===== config.mk =====
export PLATFORM = sky130hd
export DESIGN_NAME = bf_out_queue_flat
export DESIGN_NICKNAME = d
export VERILOG_FILES = /design/src/rtl/bf_out_queue_if.sv /design/src/rtl/bf_out_queue.sv /design/src/flat_wrapper.sv
export SDC_FILE = /design/constraint.sdc
export NUM_CORES = 1
export LEC_CHECK = 0
export ABC_AREA = 1
export BUFFER_PORTS_ARGS = -buffer_cell sky130_fd_sc_hd__buf_4
export CAP_MARGIN = 20
export CORE_UTILIZATION = 54
export CTS_BUF_LIST = sky130_fd_sc_hd__clkbuf_8
export DETAILED_ROUTE_END_ITERATION = 12
export GPL_ROUTABILITY_DRIVEN = 0
export GPL_TIMING_DRIVEN = 0
export PLACE_DENSITY = 0.73
export SLEW_MARGIN = 20
export SYNTH_ARGS = -nofsm -noshare
export SYNTH_HDL_FRONTEND = slang
export SYNTH_SLANG_ARGS = --single-unit

===== constraint.sdc =====
create_clock -name clock -period 3.5 [get_ports clock]
set_clock_uncertainty 0.05 [all_clocks]
set_input_delay 1.05 -clock clock [delete_from_list [all_inputs] [get_ports clock]]
set_output_delay 1.05 -clock clock [all_outputs]
set_load 0.05 [all_outputs]

===== src/rtl/bf_out_queue_if.sv =====
// Byte handshake between the BF machine (master) and the output queue (slave).
interface bf_out_queue_if;
    logic [7:0] out_data;
    logic       out_valid;
    logic       out_ready;

    modport master (output out_data, output out_valid, input out_ready);
    modport slave  (input out_data, input out_valid, output out_ready);
endinterface


===== src/rtl/bf_out_queue.sv =====
// Output byte FIFO with hex-display head view and key-driven pop.
// Optional key debouncer enabled by defining BF_OUTQ_DEBOUNCE_EN.
module bf_out_queue #(
    parameter int DEPTH           = 8,
    parameter int DEBOUNCE_CYCLES = 250000
) (
    input  logic                     clock,
    input  logic                     resetn,
    bf_out_queue_if.slave            out,
    input  logic                     step_key,
    input  logic                     flush,
    output logic [7:0]               disp_data,
    output logic                     disp_valid,
    output logic [$clog2(DEPTH):0]   count,
    output logic                     full
);
    localparam int AW = $clog2(DEPTH);
    localparam int CW = AW + 1;

    logic [7:0]    mem_q [DEPTH];
    logic [AW-1:0] wr_q, wr_d, rd_q, rd_d;
    logic [CW-1:0] count_q, count_d;
    logic          sync1_q, sync2_q;
    logic          level, level_prev_q;
    logic          pop_pulse, empty, push, pop;

    always_ff @(posedge clock or negedge resetn) begin
        if (!resetn) begin
            sync1_q <= 1'b1;
            sync2_q <= 1'b1;
        end else begin
            sync1_q <= step_key;
            sync2_q <= sync1_q;
        end
    end

`ifdef BF_OUTQ_DEBOUNCE_EN
    localparam int DW = $clog2(DEBOUNCE_CYCLES + 1);
    logic [DW-1:0] deb_cnt_q, deb_cnt_d;
    logic          deb_q, deb_d;

    // Level follows the synchronizer only after DEBOUNCE_CYCLES disagreeing samples in a row.
    always_comb begin
        deb_cnt_d = '0;
        deb_d     = deb_q;
        if (sync2_q != deb_q) begin
            if (deb_cnt_q == DW'(DEBOUNCE_CYCLES - 1)) begin
                deb_d = sync2_q;
            end else begin
                deb_cnt_d = deb_cnt_q + 1'b1;
            end
        end
    end

    always_ff @(posedge clock or negedge resetn) begin
        if (!resetn) begin
            deb_cnt_q <= '0;
            deb_q     <= 1'b1;
        end else begin
            deb_cnt_q <= deb_cnt_d;
            deb_q     <= deb_d;
        end
    end

    assign level = deb_q;
`else
    assign level = sync2_q;
`endif

    always_ff @(posedge clock or negedge resetn) begin
        if (!resetn) level_prev_q <= 1'b1;
        else         level_prev_q <= level;
    end

    assign pop_pulse = level_prev_q & ~level;

    assign empty         = (count_q == '0);
    assign full          = (count_q == CW'(DEPTH));
    assign out.out_ready = ~full;
    assign push          = out.out_valid & ~full;
    assign pop           = pop_pulse & ~empty;

    always_comb begin
        wr_d    = wr_q;
        rd_d    = rd_q;
        count_d = count_q;
        if (flush) begin
            wr_d    = '0;
            rd_d    = '0;
            count_d = '0;
        end else begin
            if (push) wr_d = wr_q + 1'b1;
            if (pop)  rd_d = rd_q + 1'b1;
            if (push && !pop)      count_d = count_q + 1'b1;
            else if (pop && !push) count_d = count_q - 1'b1;
        end
    end

    always_ff @(posedge clock or negedge resetn) begin
        if (!resetn) begin
            wr_q    <= '0;
            rd_q    <= '0;
            count_q <= '0;
        end else begin
            wr_q    <= wr_d;
            rd_q    <= rd_d;
            count_q <= count_d;
        end
    end

    always_ff @(posedge clock) begin
        if (push && !flush) mem_q[wr_q] <= out.out_data;
    end

    assign count      = count_q;
    assign disp_valid = ~empty;
    assign disp_data  = empty ? 8'h00 : mem_q[rd_q];
endmodule


===== src/flat_wrapper.sv =====
// flat-port wrapper written by rule: the top's interface ports become plain ports
module bf_out_queue_flat 
#(
    parameter int DEPTH           = 8,
    parameter int DEBOUNCE_CYCLES = 250000
)
  (clock, resetn, step_key, flush, disp_data, disp_valid, count, full, out_out_data, out_out_valid, out_out_ready);
  bf_out_queue_if out_i ();
  input  logic clock;
  input  logic resetn;
  input  logic step_key;
  input  logic flush;
  output logic [7:0] disp_data;
  output logic disp_valid;
  output logic [$clog2(DEPTH):0] count;
  output logic full;
  input wire logic [$bits(out_i.out_data)-1:0] out_out_data;
  input wire logic [$bits(out_i.out_valid)-1:0] out_out_valid;
  output wire logic [$bits(out_i.out_ready)-1:0] out_out_ready;
  assign out_i.out_data = out_out_data;
  assign out_i.out_valid = out_out_valid;
  assign out_out_ready = out_i.out_ready;
  bf_out_queue #(.DEPTH(DEPTH), .DEBOUNCE_CYCLES(DEBOUNCE_CYCLES)) u_core (.clock(clock), .resetn(resetn), .out(out_i), .step_key(step_key), .flush(flush), .disp_data(disp_data), .disp_valid(disp_valid), .count(count), .full(full));
endmodule

==> results.yml <==
status:
  status: "finished, final reports clean"
layout:
  n_antenna_cell: 0
  seq_area_um2: 2250
  syn2layout_area_growth_pct: 15.7
  drive_above_1_share_pct: 19.3
  layout_common_cells: "edfxtp_1, nor2_1, o21ai_0"
  nets: 334
  final_common_cell: "edfxtp_1"
  multiInputGateArea_um2: 925
  fillCellCount: 439
  layout.cells.non_filler: 396
clock_tree:
  cts_root_buffer: "clkbuf_8"
  postCtsSetupBuffers: 0
  htree_levels: 3
  cts_hold_buf: 0
  cts_resized: 0
  cts.path.max_buffers: 2
  cts_tree: "yes"
  cts.sink_count: 77
  clk_pin_slew_ns: 0.08
  cts_buffers: 9
  insertion_delay_ns: 0.34
setup_path:
  crit_required_ns: 2.40
  end_kind: "primary output"
  crit_arrival_ns: 2.16
  crit_fanout: 10
  path_class: "flip-flop to primary output"
  startpoint_type: "flip-flop"
floorplanning:
  io_pins: 28
  die_h_um: 80.0
  row_count: 28
  core_um2: 5890
  die_x_um: 80.0
  start_util_pct: 55.8
  dieArea_um2: 6400
power:
  powerDensity_nw_per_um2: 734
  switchingPower_uw: 1060
  p_clk_share_pct: 26.5
  pwr-share-seq_pct: 39.2
  p_leak_uw: 0.00144
  ir_drop_mv: 0.427
  p_sw_share_pct: 38.0
  p_comb_share_pct: 34.3
  p_int_uw: 1730
  total_power_uw: 2790
min_path:
  holdCritPathClass: "flip-flop to flip-flop"
placed_design:
  dp_slack_ns: 0.643
  placed_cells: 380
  hpwl_mm: 4.43
  port_buffers: 27
sta:
  max-slew-margin-rel_pct: 41.7
  fmax_ghz: 0.307
  worst_pin_slew_ns: 0.871
  maxSlewViolCount: 0
  setup_violations: 0
  tns_ns: 0
  setup_slack_ns: 0.245
  fin_hold_ws_ns: 0.308
  rsz0062_at_grt: "false"
  finalHoldViolations: 0
  min_period_ns: 3.26
  fin_crit_sh_pct: 93.0
drt:
  finalWirelength_mm: 6.65
  via_count: 2205
  drc_errors: 0
  drtPass1Iterations: 4
  wl_per_cell_um: 16.8
  via_per_inst: 5.57
  ant_nets: 0
  drtIter0Drc: 195
synthesis:
  syn_nets: 296
  synth_cells: 278
  netlist_area_um2: 3280
  synth_enable_flop_cells: 64
  synth-warning-count: 0
  ys_seq_elements: 77
  syn_avg_cell_area_um2: 11.8
  yosysUniqueCellTypes: 27
  async_reset_ff_share_pct: 16.9
  seq_area_frac_synth_pct: 68.5
  yosys_most_used_dff: "edfxtp_1"
global_routing:
  grt_pass1_vias: 2052
  grt_util_all_layers_pct: 23.1
  grt_overflow: 0
  grt_max_degree: 15
  antenna_found_initial: 0
  grt_pass1_wl_mm: 10.5
job:
  cap_violations: 0
==> power groups by stage <==
stage / Sequential [µW] / Combinational [µW] / Clock, µW
after floorplan: 1170 / 615 / 0
after global placement: 1110 / 928 / 0
after detailed placement: 1110 / 952 / 0
after CTS: 1090 / 955 / 744
after global routing: 1100 / 1030 / 775
final: 1090 / 956 / 740
==> layer usage <==
metal  GRT usage [%]  routed length (µm)  vias to the layer above
met5               0                   0                        -
met4            9.64                  81                        0
met3            4.11                 381                        8
met2            35.1                3190                       78
met1            32.7                3000                     1067
li1                -                   -                     1052
==> cell usage after synthesis, types with 4 or more instances <==
master    count  share of area [%]
edfxtp_1     64                 59
nor2_1       56                6.4
o21ai_0      42                6.4
nand2_1      28                3.2
inv_1        15                1.7
dfrtp_1      10                7.6
mux2i_1       8                2.4
o22ai_1       8                1.5
buf_2         6               0.91
nand3_1       6               0.91
a21oi_1       5               0.76
ha_1          4                1.5
o21ai_1       4               0.61
==> state kept, by name, indices dropped and copies added (netlist names) <==
signal,flops
u_core.count,4
u_core.level,1
u_core.level_prev_q,1
u_core.mem_q,64
u_core.rd_q,3
u_core.sync1_q,1
u_core.wr_q,3
==> final cells by class <==
type	instances	share of cell area, %
Clock buffer	9	3.26
Tap cell	75	2.47
Buffer	10	1.28
Clock inverter	7	2.53
Sequential cell	77	59.2
Inverter	16	1.58
Timing Repair Buffer	27	5.33
Multi-Input combinational cell	175	24.3
==> kinds of logic after synthesis <==
logic type	after synthesis	synth area share [%]
AND/OR/NAND/NOR	98	13.0
XOR/XNOR	1	0.267
AO/OA/AOI/OAI	63	10.3
adder cells (fa/ha/maj)	5	2.13
multiplexers	8	2.44
flip-flops	77	68.5
buffers and inverters	26	3.31
==> critical path, cell delays in order, from the launching register on <==
cell and delay, ns:
dfrtp_1 0.50, clkbuf_1 0.39, o21ai_0 0.16, o21ai_1 0.22, o21ai_0 0.13, nor2_1 0.18, buf_4 0.23
==> worst paths after layout <==
path | startpoint | to | slack [ns] | cells past startpoint
max | u_core.rd_q[1]$_DFFE_PN0P_ | disp_data[1] | 0.24 | 6
min | u_core.sync1_q$_DFF_PN1_ | u_core.level$_DFF_PN1_ | 0.31 | 0
max reg2reg | u_core.count[3]$_DFFE_PN0P_ | u_core.mem_q[6][1]$_DFFE_PP_ | 1.24 | 7
min reg2reg | u_core.sync1_q$_DFF_PN1_ | u_core.level$_DFF_PN1_ | 0.31 | 0
max in group asynchronous | resetn | u_core.level$_DFF_PN1_ | 2.68 | 1
min in group asynchronous | resetn | u_core.rd_q[2]$_DFFE_PN0P_ | 0.49 | 1
==> through the flow <==
step / cell area [µm²] / utilization (%)
after floorplan: 3280 / -
after global placement: 3580 / 60.8
after detailed placement: 3580 / 60.8
after CTS: 3800 / 64.6
after global routing: 3800 / 64.6
final: 3800 / 64.6
(Power assumes the default switching activity.)
